File: src/rtl/gate_window_gen_pkg.sv
// rtl/gate_window_gen_pkg.sv - shared addresses, control bits and state encodings for the gate window generator
package gate_window_gen_pkg;

  // Settings bus addresses of the gate window registers
  localparam logic [6:0] FR_GATE_CTRL  = 7'd80;
  localparam logic [6:0] FR_GATE_DELAY = 7'd81;
  localparam logic [6:0] FR_GATE_WIDTH = 7'd82;

  // Bit positions inside the control register
  localparam int CTRL_ARM_BIT = 0;
  localparam int CTRL_POL_BIT = 1;
  localparam int CTRL_BYP_BIT = 2;
  localparam int CTRL_CLR_BIT = 3;

  // Window FSM state encodings
  localparam logic [1:0] ST_IDLE  = 2'd0;
  localparam logic [1:0] ST_DELAY = 2'd1;
  localparam logic [1:0] ST_OPEN  = 2'd2;

  // Packs the observable internals into the 16-bit debug word
  function automatic logic [15:0] pack_debug(
    input logic [1:0] state,
    input logic       sync_trig,
    input logic       trig_edge,
    input logic       gate,
    input logic       ovr
  );
    return {state, sync_trig, trig_edge, gate, ovr, 10'b0};
  endfunction

endpackage

File: src/rtl/gate_window_gen_sync.sv
// rtl/gate_window_gen_sync.sv - trigger synchroniser, polarity select and registered edge detect
module gate_sync
  import gate_window_gen_pkg::*;
#(
  parameter int SYNC_STG = 2
) (
  input  logic master_clk,
  input  logic reset_n,
  input  logic async_in,
  input  logic polarity,
  output logic level,
  output logic edge_pulse
);

  logic [SYNC_STG-1:0] r_sync;
  logic                r_level_d;
  logic                r_edge;
  logic                w_level;

  // Metastability chain: the last stage is the first one considered stable
  always_ff @(posedge master_clk or negedge reset_n) begin
    if (!reset_n) begin
      r_sync <= '0;
    end else begin
      r_sync <= {r_sync[SYNC_STG-2:0], async_in};
    end
  end

  // Polarity folds falling-edge triggering into the same rising-edge detector
  assign w_level = r_sync[SYNC_STG-1] ^ polarity;

  // Edge pulse is registered so it lands one cycle after the level
  always_ff @(posedge master_clk or negedge reset_n) begin
    if (!reset_n) begin
      r_level_d <= 1'b0;
      r_edge    <= 1'b0;
    end else begin
      r_level_d <= w_level;
      r_edge    <= w_level & ~r_level_d;
    end
  end

  assign level      = w_level;
  assign edge_pulse = r_edge;

endmodule

File: src/rtl/gate_window_gen.sv
// rtl/gate_window_gen.sv - trigger-driven programmable delay/width gate window with window counter
module gate_window_gen
  import gate_window_gen_pkg::*;
#(
  parameter int         CNT_W     = 16,
  parameter int         SYNC_STG  = 2,
  parameter logic [6:0] ADDR_CTRL = FR_GATE_CTRL,
  parameter logic [6:0] ADDR_DLY  = FR_GATE_DELAY,
  parameter logic [6:0] ADDR_WID  = FR_GATE_WIDTH
) (
  input  logic             master_clk,
  input  logic             reset_n,
  input  logic [6:0]       serial_addr,
  input  logic [31:0]      serial_data,
  input  logic             serial_strobe,
  input  logic             trig_in,
  output logic             gate_enable,
  output logic [CNT_W-1:0] window_count,
  output logic             overrun,
  output logic [15:0]      debug_bus
);

  localparam logic [CNT_W-1:0] ONE = {{(CNT_W-1){1'b0}}, 1'b1};

  // Settings registers
  logic             r_arm;
  logic             r_pol;
  logic             r_bypass;
  logic [CNT_W-1:0] r_delay;
  logic [CNT_W-1:0] r_width;

  // Per-window shadow copies, counters and outputs
  logic [CNT_W-1:0] r_shadow_dly;
  logic [CNT_W-1:0] r_shadow_wid;
  logic [CNT_W-1:0] r_cnt;
  logic [CNT_W-1:0] r_window_count;
  logic             r_gate;
  logic             r_overrun;
  logic [1:0]       r_state;

  logic             w_wr_ctrl;
  logic             w_wr_dly;
  logic             w_wr_wid;
  logic             w_clr;
  logic             w_active;
  logic             w_sync_trig;
  logic             w_trig_edge;
  logic             w_dly_last;
  logic             w_wid_last;
  logic [1:0]       w_next_state;
  logic             w_load_shadow;
  logic [CNT_W-1:0] w_cnt_next;
  logic             w_gate_next;
  logic             w_win_done;
  logic             w_overrun_set;
  logic             w_unused_data;

  assign w_wr_ctrl = serial_strobe && (serial_addr == ADDR_CTRL);
  assign w_wr_dly  = serial_strobe && (serial_addr == ADDR_DLY);
  assign w_wr_wid  = serial_strobe && (serial_addr == ADDR_WID);
  // clr acts only on the write strobe itself and is never stored
  assign w_clr     = w_wr_ctrl && serial_data[CTRL_CLR_BIT];
  assign w_active  = r_arm && !r_bypass;

  // Only the low CTRL bits and DELAY/WIDTH field carry meaning
  assign w_unused_data = ^serial_data;

  gate_sync #(
    .SYNC_STG (SYNC_STG)
  ) u_sync (
    .master_clk (master_clk),
    .reset_n    (reset_n),
    .async_in   (trig_in),
    .polarity   (r_pol),
    .level      (w_sync_trig),
    .edge_pulse (w_trig_edge)
  );

  // Settings bus write decode
  always_ff @(posedge master_clk or negedge reset_n) begin
    if (!reset_n) begin
      r_arm    <= 1'b0;
      r_pol    <= 1'b0;
      r_bypass <= 1'b0;
      r_delay  <= '0;
      r_width  <= '0;
    end else begin
      if (w_wr_ctrl) begin
        r_arm    <= serial_data[CTRL_ARM_BIT];
        r_pol    <= serial_data[CTRL_POL_BIT];
        r_bypass <= serial_data[CTRL_BYP_BIT];
      end
      if (w_wr_dly) begin
        r_delay <= serial_data[CNT_W-1:0];
      end
      if (w_wr_wid) begin
        r_width <= serial_data[CNT_W-1:0];
      end
    end
  end

  assign w_dly_last = (r_cnt == (r_shadow_dly - ONE));
  assign w_wid_last = (r_cnt == (r_shadow_wid - ONE));

  // FSM state register
  always_ff @(posedge master_clk or negedge reset_n) begin
    if (!reset_n) begin
      r_state <= ST_IDLE;
    end else begin
      r_state <= w_next_state;
    end
  end

  // FSM next state: disarm or bypass forces IDLE, abandoning any window in progress
  always_comb begin
    w_next_state = r_state;
    if (!w_active) begin
      w_next_state = ST_IDLE;
    end else begin
      case (r_state)
        ST_IDLE: begin
          if (w_trig_edge && (r_width != '0)) begin
            w_next_state = (r_delay == '0) ? ST_OPEN : ST_DELAY;
          end
        end
        ST_DELAY: begin
          if (w_dly_last) begin
            w_next_state = ST_OPEN;
          end
        end
        ST_OPEN: begin
          if (w_wid_last) begin
            w_next_state = ST_IDLE;
          end
        end
        default: w_next_state = ST_IDLE;
      endcase
    end
  end

  // FSM outputs: counter restarts on every state change, gate follows the next state
  always_comb begin
    w_load_shadow = w_active && (r_state == ST_IDLE) && w_trig_edge;
    w_win_done    = w_active && (r_state == ST_OPEN) && w_wid_last;
    w_overrun_set = w_trig_edge && (r_state != ST_IDLE);
    w_cnt_next    = '0;
    if ((w_next_state == r_state) && (r_state != ST_IDLE)) begin
      w_cnt_next = r_cnt + ONE;
    end
    w_gate_next = 1'b0;
    if (r_bypass) begin
      w_gate_next = w_sync_trig;
    end else begin
      w_gate_next = (w_next_state == ST_OPEN);
    end
  end

  // Window datapath: shadows freeze timing for the window just triggered
  always_ff @(posedge master_clk or negedge reset_n) begin
    if (!reset_n) begin
      r_shadow_dly <= '0;
      r_shadow_wid <= '0;
      r_cnt        <= '0;
      r_gate       <= 1'b0;
    end else begin
      if (w_load_shadow) begin
        r_shadow_dly <= r_delay;
        r_shadow_wid <= r_width;
      end
      r_cnt  <= w_cnt_next;
      r_gate <= w_gate_next;
    end
  end

  // Window counter and sticky overrun; a coincident clr takes priority
  always_ff @(posedge master_clk or negedge reset_n) begin
    if (!reset_n) begin
      r_window_count <= '0;
      r_overrun      <= 1'b0;
    end else if (w_clr) begin
      r_window_count <= '0;
      r_overrun      <= 1'b0;
    end else begin
      if (w_win_done) begin
        r_window_count <= r_window_count + ONE;
      end
      if (w_overrun_set) begin
        r_overrun <= 1'b1;
      end
    end
  end

  assign gate_enable  = r_gate;
  assign window_count = r_window_count;
  assign overrun      = r_overrun;
  assign debug_bus    = pack_debug(r_state, w_sync_trig, w_trig_edge, r_gate, r_overrun);

endmodule

File: config.mk
export PLATFORM = sky130hd
export DESIGN_NAME = gate_window_gen
export DESIGN_NICKNAME = d
export VERILOG_FILES = /design/src/rtl/gate_window_gen_pkg.sv /design/src/rtl/gate_window_gen_sync.sv /design/src/rtl/gate_window_gen.sv
export SDC_FILE = /design/constraint.sdc
export NUM_CORES = 1
export LEC_CHECK = 0
export CORE_AREA = 2 2 124 126
export CTS_CLUSTER_SIZE = 30
export DETAILED_ROUTE_END_ITERATION = 10
export DIE_AREA = 0 0 126 128
export SETUP_SLACK_MARGIN = 0.15
export SLEW_MARGIN = 40
export SYNTH_ARGS = -nofsm -noshare
export SYNTH_HDL_FRONTEND = slang
export SYNTH_SLANG_ARGS = --single-unit
File: constraint.sdc
create_clock -name master_clk -period 2.5 [get_ports master_clk]
set_clock_uncertainty 0.2 [all_clocks]
set_input_delay 0.375 -clock master_clk [delete_from_list [all_inputs] [get_ports master_clk]]
set_output_delay 0.375 -clock master_clk [all_outputs]
set_load 0.05 [all_outputs]
==> flow_metrics.env, run 1 <==
export IMPL_rsz0062_at_grt="true"
export IMPL_startpoint="r_shadow_wid[0]$_DFFE_PN0P_"
export IMPL_fin_ws_ns=-0.2333
export IMPL_wire_per_inst_um=16.86
export IMPL_diodes=0
export IMPL_netlist_cell_type_count=61
export IMPL_relSlewSlack=0.6598
export IMPL_pwr_share_comb=0.263
export IMPL_wl_mm=13.91
export IMPL_drc=0
export IMPL_crit_type="flip-flop to flip-flop"
export IMPL_fmax_mhz=365.9
export IMPL_cp_slowest_cell="or4b_4"
export IMPL_first_pass_iters=4
export IMPL_ios=77
export IMPL_port_buffers=50
export IMPL_holdCritPathClass="flip-flop to flip-flop"
export IMPL_hp_start="u_sync.r_sync[0]$_DFF_PN0_"
export IMPL_layout_commonest_cell="dfrtp_1"
export IMPL_dp_hpwl_mm=10.42
export IMPL_dieArea_sq_um=16130
export IMPL_pre_cts_slack_ns=-0.2530
export IMPL_power_switching_mw=1.374
export IMPL_pwr_share_seq=0.425
export IMPL_grt_pass1_vias=4608
export IMPL_clk_pin_slew_ns=0.07
export IMPL_yosys_area_top_type="dfrtp_1"
export IMPL_hold_violations=0
export IMPL_r2r_start="r_shadow_wid[0]$_DFFE_PN0P_"
export IMPL_met1_length_mm=6.346
export IMPL_synthCells=527
export IMPL_fp_dieH_um=128
export IMPL_clock_path_buffers=2
export IMPL_grt_use_total=0.1794
export IMPL_min_path_cells=0
export IMPL_numClockSinks=107
export IMPL_syn_avg_cell_area_sq_um=11.01
export IMPL_cp_cell_sequence="inv_1 -> ha_2 -> or4b_4 -> nor3_2 -> nand2_1 -> a22oi_2 -> nand4b_4 -> buf_12 -> or4_1 -> a21oi_1"
export IMPL_drive_gt1_frac=0.3281
export IMPL_synth_top_family_by_area="simple AND/OR/NAND/NOR gates"
export IMPL_peakVddDrop_mv=0.3342
export IMPL_slew_viol_final=0
export IMPL_ys_flop_type="dfrtp_1"
export IMPL_synth_seq_area_share=0.4616
export IMPL_tightest_slew_ns=0.5087
export IMPL_htree_levels=3
export IMPL_min_period_ns=2.733
export IMPL_reg2reg_depth=10
export IMPL_reg2reg_to="window_count[13]$_DFFE_PN0P_"
export IMPL_synth_top_area_frac=0.4616
export IMPL_synth_compound_area_share=0.09987
export IMPL_synth_simple_area_share=0.1736
export IMPL_yosysWarnings=0
export IMPL_status="finished with violations"
export IMPL_met3_length_um=459
export IMPL_violations="setup timing"
export IMPL_muxShareOfSynthArea=0.1352
export IMPL_grt_first_pass_wirelength_mm=22.97
export IMPL_dieWidth_um=126
export IMPL_netlist_top_cells_area="dfrtp_1 46%, mux2_2 13%, xor2_1 4.1%"
export IMPL_synthAdderAreaFrac=0.008628
export IMPL_ys_ff_latch=107
export IMPL_area_delta_synth_final_pct=29.51
export IMPL_setup_viol=34
export IMPL_syn_area_sq_um=5801
export IMPL_grt_max_degree=48
export IMPL_switching_share=0.2997
export IMPL_cp_data_arrival_time_ns=2.81
export IMPL_start_kind="flip-flop"
export IMPL_cts_buffers=9
export IMPL_async_flop_share=1.000
export IMPL_core_area_sq_um=14860
export IMPL_start_util=0.3902
export IMPL_clock_power_share=0.312
export IMPL_drtIter0Drc=235
export IMPL_hold_end="u_sync.r_sync[1]$_DFF_PN0_"
export IMPL_post_synth_xor_area_fraction=0.07550
export IMPL_synth_edf_count=0
export IMPL_crit_required_ns=2.58
export IMPL_routed_via_density=5.446
export IMPL_gp_congestion=0.9186
export IMPL_p_int_mw=3.210
export IMPL_antenna_found_initial=0
export IMPL_wl_met2_mm=6.907
export IMPL_dp_cells=804
export IMPL_num_vias=4493
export IMPL_setup_tns_ns=-5.056
export IMPL_power_mw=4.584
export IMPL_fin_crit_sh=1.093
export IMPL_cellLeakagePower_nw=3.329
export IMPL_cts_tree="yes"
export IMPL_cts_root_buf="clkbuf_16"
export IMPL_routed_top_layer="met4"
export IMPL_maxCapViolations=0
export IMPL_clock_latency_ns=0.35
export IMPL_fill_cells=1343
export IMPL_ant_nets=0
export IMPL_rrSetupSlack_ns=-0.23
export IMPL_end_kind="flip-flop"
export IMPL_row_count=45
export IMPL_worst_path_max_fanout=16
export IMPL_finalNonFillerCells=825
export IMPL_nets=679
export IMPL_final_util=0.5054
export IMPL_power_density_nw_per_um2=610.2
export IMPL_layout_common_cells="106 x dfrtp_1, 67 x mux2_2, 67 x buf_4, 48 x clkdlybuf4s50_1, 27 x xor2_1"
export IMPL_critPathMaxStageDelay_ns=0.51
export IMPL_grt_overflow=0
worst max-delay path: cells and delay by family, from the launching register on:
kind                     cells  cell delay [ns]
buffers and inverters        2             0.23
flip-flops                   1             0.39
adder cells (fa/ha/maj)      1             0.16
AO/OA/AOI/OAI                2             0.30
AND/OR/NAND/NOR              5             1.38
cells in the mapped netlist, types with 14 or more instances:
cell	number
dfrtp_1	107
nand2_1	23
nor2_1	14
buf_4	15
a21oi_1	34
xor2_1	27
clkbuf_1	19
nor4_1	14
mux2_2	67
o31ai_1	14
nand3_1	20
xnor2_1	23
flip-flops by register name, summed over array words and instances, names as in the netlist, 2 cells and up:
| name | count |
|---|---|
| r_cnt | 16 |
| r_delay | 16 |
| r_shadow_dly | 16 |
| r_shadow_wid | 16 |
| r_width | 16 |
| window_count | 16 |
| r_state | 2 |
| u_sync.r_sync | 2 |
worst max-delay path by stage:
stage | depth (start not counted) | slack, ns | end
final | 10 | -0.23 | window_count[13]$_DFFE_PN0P_
after global routing | 10 | -0.39 | window_count[8]$_DFFE_PN0P_
after CTS | 10 | -0.25 | window_count[13]$_DFFE_PN0P_
after detailed placement | 10 | -0.25 | window_count[13]$_DFFE_PN0P_
after global placement | 10 | -0.19 | window_count[14]$_DFFE_PN0P_
after floorplan | 10 | -0.17 | window_count[7]$_DFFE_PN0P_
power by group through the flow:
stage	combinational, mW	sequential [mW]	clock, mW
final	1.21	1.95	1.43
after global routing	1.30	1.96	1.54
after CTS	1.17	1.95	1.46
after detailed placement	1.12	1.98	0
after global placement	1.09	1.97	0
after floorplan	0.642	2.03	0
what timing repair did:
action,CTS,global route
endpoints found under the hold margin,24,0
pin swaps,3,3
setup endpoints to repair,36,35
buffers inserted,3,0
gates resized for setup,15,9
hold buffers,1,0
cloned,1,0
layout make-up:
| cell class | instances | area, sq um | area share |
|---|---|---|---|
| Inverter | 8 | 30.03 | 0.003997 |
| Clock inverter | 5 | 62.56 | 0.008328 |
| Sequential cell | 107 | 2679 | 0.3566 |
| Timing Repair Buffer | 126 | 1181 | 0.1572 |
| Multi-Input combinational cell | 380 | 3092 | 0.4116 |
| Tap cell | 188 | 235.2 | 0.03131 |
| Clock buffer | 11 | 232.7 | 0.03098 |
cell families (layout without fill, tap and decap cells):
group	Yosys count	after routing
multiplexers	70	70
AND/OR/NAND/NOR	161	161
adder cells (fa/ha/maj)	4	4
AO/OA/AOI/OAI	85	85
buffers and inverters	49	150
flip-flops	107	107
other	1	10
XOR/XNOR	50	50
per-stage QoR:
step                      hold slack (ns)  cell area, sq um
final                              0.1514              7512
after CTS                          0.1543              7465
after global placement             0.1112              7038
after global routing               0.1598              7512
after floorplan                   -0.1206              5934
after detailed placement           0.1196              7038
metal layers:
metal  global-route usage  vias to the layer above
li1                     -                     2127
met1               0.2354                     2261
met2               0.3055                       92
met3              0.03255                       13
met4              0.05107                        0
met5                    0                        -
Power figures use the tool's default switching activity.
==> run 2: changes to the inputs <==
--- a/config.mk
+++ b/config.mk
@@ -9,7 +9,9 @@
 export CTS_CLUSTER_SIZE = 30
 export DETAILED_ROUTE_END_ITERATION = 10
 export DIE_AREA = 0 0 126 128
+export GPL_ROUTABILITY_DRIVEN = 0
 export SETUP_SLACK_MARGIN = 0.15
+export SKIP_CTS_REPAIR_TIMING = 1
 export SLEW_MARGIN = 40
 export SYNTH_ARGS = -nofsm -noshare
 export SYNTH_HDL_FRONTEND = slang
==> flow_metrics.env, run 2 (synthesis results as in run 1) <==
export IMPL_status="finished with violations"
export IMPL_violations="setup timing"
export IMPL_hold_violations=0
export IMPL_rsz0062_at_grt="true"
export IMPL_fin_ws_ns=-0.2591
export IMPL_tightest_slew_ns=0.5351
export IMPL_crit_required_ns=2.60
export IMPL_fill_cells=1382
export IMPL_start_util=0.3902
export IMPL_rrSetupSlack_ns=-0.26
export IMPL_htree_levels=3
export IMPL_port_buffers=50
export IMPL_cts_root_buf="clkbuf_16"
export IMPL_grt_met3_usage=0.02129
export IMPL_grt_overflow=0
export IMPL_end_kind="flip-flop"
export IMPL_dp_hpwl_mm=10.35
export IMPL_clock_latency_ns=0.37
export IMPL_setup_viol=35
export IMPL_ant_nets=0
export IMPL_fmax_mhz=362.4
export IMPL_nets=682
export IMPL_ios=77
export IMPL_row_count=45
export IMPL_cp_slowest_cell="or4b_4"
export IMPL_reg2reg_to="window_count[11]$_DFFE_PN0P_"
export IMPL_drc=0
export IMPL_maxCapViolations=0
export IMPL_cp_cell_sequence="inv_1 -> ha_2 -> or4b_4 -> nor3_2 -> nand3b_1 -> o2bb2a_4 -> nand4b_4 -> buf_12 -> or4_1 -> a21oi_2"
export IMPL_layout_common_cells="105 x dfrtp_1, 67 x mux2_2, 65 x buf_4, 48 x clkdlybuf4s50_1, 27 x xor2_1"
export IMPL_startpoint="r_shadow_wid[1]$_DFFE_PN0P_"
export IMPL_setup_tns_ns=-6.030
export IMPL_cellLeakagePower_nw=3.364
export IMPL_first_pass_iters=4
export IMPL_power_mw=4.650
export IMPL_dieArea_sq_um=16130
export IMPL_slew_viol_final=0
export IMPL_r2r_start="r_shadow_wid[1]$_DFFE_PN0P_"
export IMPL_fp_dieH_um=128
export IMPL_top_usage_layer="met2"
export IMPL_layout_commonest_cell="dfrtp_1"
export IMPL_grt_pass1_vias=4466
export IMPL_grt_max_degree=41
export IMPL_drtIter0Drc=257
export IMPL_start_kind="flip-flop"
export IMPL_cts_tree="yes"
export IMPL_area_delta_synth_final_pct=31.30
export IMPL_power_density_nw_per_um2=610.6
export IMPL_antenna_found_initial=0
export IMPL_grt_use_total=0.1771
export IMPL_critPathMaxStageDelay_ns=0.51
export IMPL_reg2reg_depth=10
export IMPL_cts_buffers=9
export IMPL_clk_pin_slew_ns=0.08
export IMPL_dieWidth_um=126
export IMPL_endpoint="window_count[11]$_DFFE_PN0P_"
export IMPL_relSlewSlack=0.6433
export IMPL_min_period_ns=2.759
export IMPL_numClockSinks=107
export IMPL_clock_path_buffers=2
export IMPL_routed_via_density=5.403
export IMPL_num_vias=4474
export IMPL_core_area_sq_um=14860
export IMPL_grt_first_pass_wirelength_mm=22.57
export IMPL_diodes=0
export IMPL_grtUsageMet1=0.2351
export IMPL_wl_mm=14.16
export IMPL_crit_type="flip-flop to flip-flop"
export IMPL_fin_crit_sh=1.104
export IMPL_holdCritPathClass="flip-flop to flip-flop"
export IMPL_worst_path_max_fanout=16
export IMPL_cp_data_arrival_time_ns=2.86
export IMPL_grt_met2_usage=0.2910
export IMPL_drive_gt1_frac=0.3438
export IMPL_peakVddDrop_mv=0.3203
export IMPL_wire_per_inst_um=17.10
==> run 2: area by class of cell <==
type | instances | area (sq um) | area share
Multi-Input combinational cell | 380 | 3131 | 0.4110
Sequential cell | 107 | 2680 | 0.3519
Timing Repair Buffer | 129 | 1237 | 0.1625
Clock buffer | 10 | 239.0 | 0.03138
Tap cell | 188 | 235.2 | 0.03089
Clock inverter | 6 | 63.81 | 0.008379
Inverter | 8 | 30.03 | 0.003943
==> run 2: metrics by stage <==
| stage | utilization | std cells | hold WS, ns | setup WS [ns] | area [sq um] |
|---|---|---|---|---|---|
| 6_report | 0.5124 | 828 | 0.1504 | -0.2591 | 7616 |
| 3_3_place_gp | 0.4735 | 804 | 0.1378 | -0.1947 | 7038 |
| 2_1_floorplan | - | 536 | -0.1206 | -0.1705 | 5934 |
| 3_5_place_dp | 0.4735 | 804 | 0.1387 | -0.2626 | 7038 |
| 5_1_grt | 0.5124 | 828 | 0.1575 | -0.3474 | 7616 |
| 4_1_cts | 0.4939 | 820 | -0.2024 | -0.2860 | 7341 |
==> run 2: critical path: cells and delay by family, from the launching register on <==
family	cells	cell delay [ns]
adder cells (fa/ha/maj)	1	0.17
buffers and inverters	2	0.23
AND/OR/NAND/NOR	5	1.34
flip-flops	1	0.38
AO/OA/AOI/OAI	2	0.36
==> run 2: power breakdown <==
group | total (mW) | switching (mW) | internal, mW
clock | 1.47 | 0.662 | 0.804
combinational | 1.23 | 0.632 | 0.602
sequential | 1.95 | 0.110 | 1.84
total | 4.65 | 1.40 | 3.25
==> run 2: worst min-delay path by stage <==
| stage | end | cells after the start | from | slack, ns |
|---|---|---|---|---|
| floorplan | gate_enable$_DFF_PN0_ | 0 | reset_n | -0.12 |
| global placement | u_sync.r_sync[1]$_DFF_PN0_ | 0 | u_sync.r_sync[0]$_DFF_PN0_ | 0.14 |
| detailed placement | u_sync.r_sync[1]$_DFF_PN0_ | 0 | u_sync.r_sync[0]$_DFF_PN0_ | 0.14 |
| CTS | window_count[12]$_DFFE_PN0P_ | 1 | reset_n | -0.20 |
| global route | u_sync.r_sync[1]$_DFF_PN0_ | 0 | u_sync.r_sync[0]$_DFF_PN0_ | 0.16 |
| finish | u_sync.r_sync[1]$_DFF_PN0_ | 0 | u_sync.r_sync[0]$_DFF_PN0_ | 0.15 |
==> run 2: routing by layer <==
metal	vias to the layer above	wire length, um	share of wire
met4	0	388	0.027
met2	80	6810	0.48
met3	25	427	0.030
li1	2128	-	-
met1	2241	6531	0.46
met5	-	0	0
==> run 3: changes to the inputs <==
--- a/config.mk
+++ b/config.mk
@@ -12,7 +12,7 @@
 export GPL_ROUTABILITY_DRIVEN = 0
 export SETUP_SLACK_MARGIN = 0.15
 export SKIP_CTS_REPAIR_TIMING = 1
-export SLEW_MARGIN = 40
+export SLEW_MARGIN = 20
 export SYNTH_ARGS = -nofsm -noshare
 export SYNTH_HDL_FRONTEND = slang
 export SYNTH_SLANG_ARGS = --single-unit
==> results of run 3 <==
Final layout, timing and power as in run 2 (identical DEF).
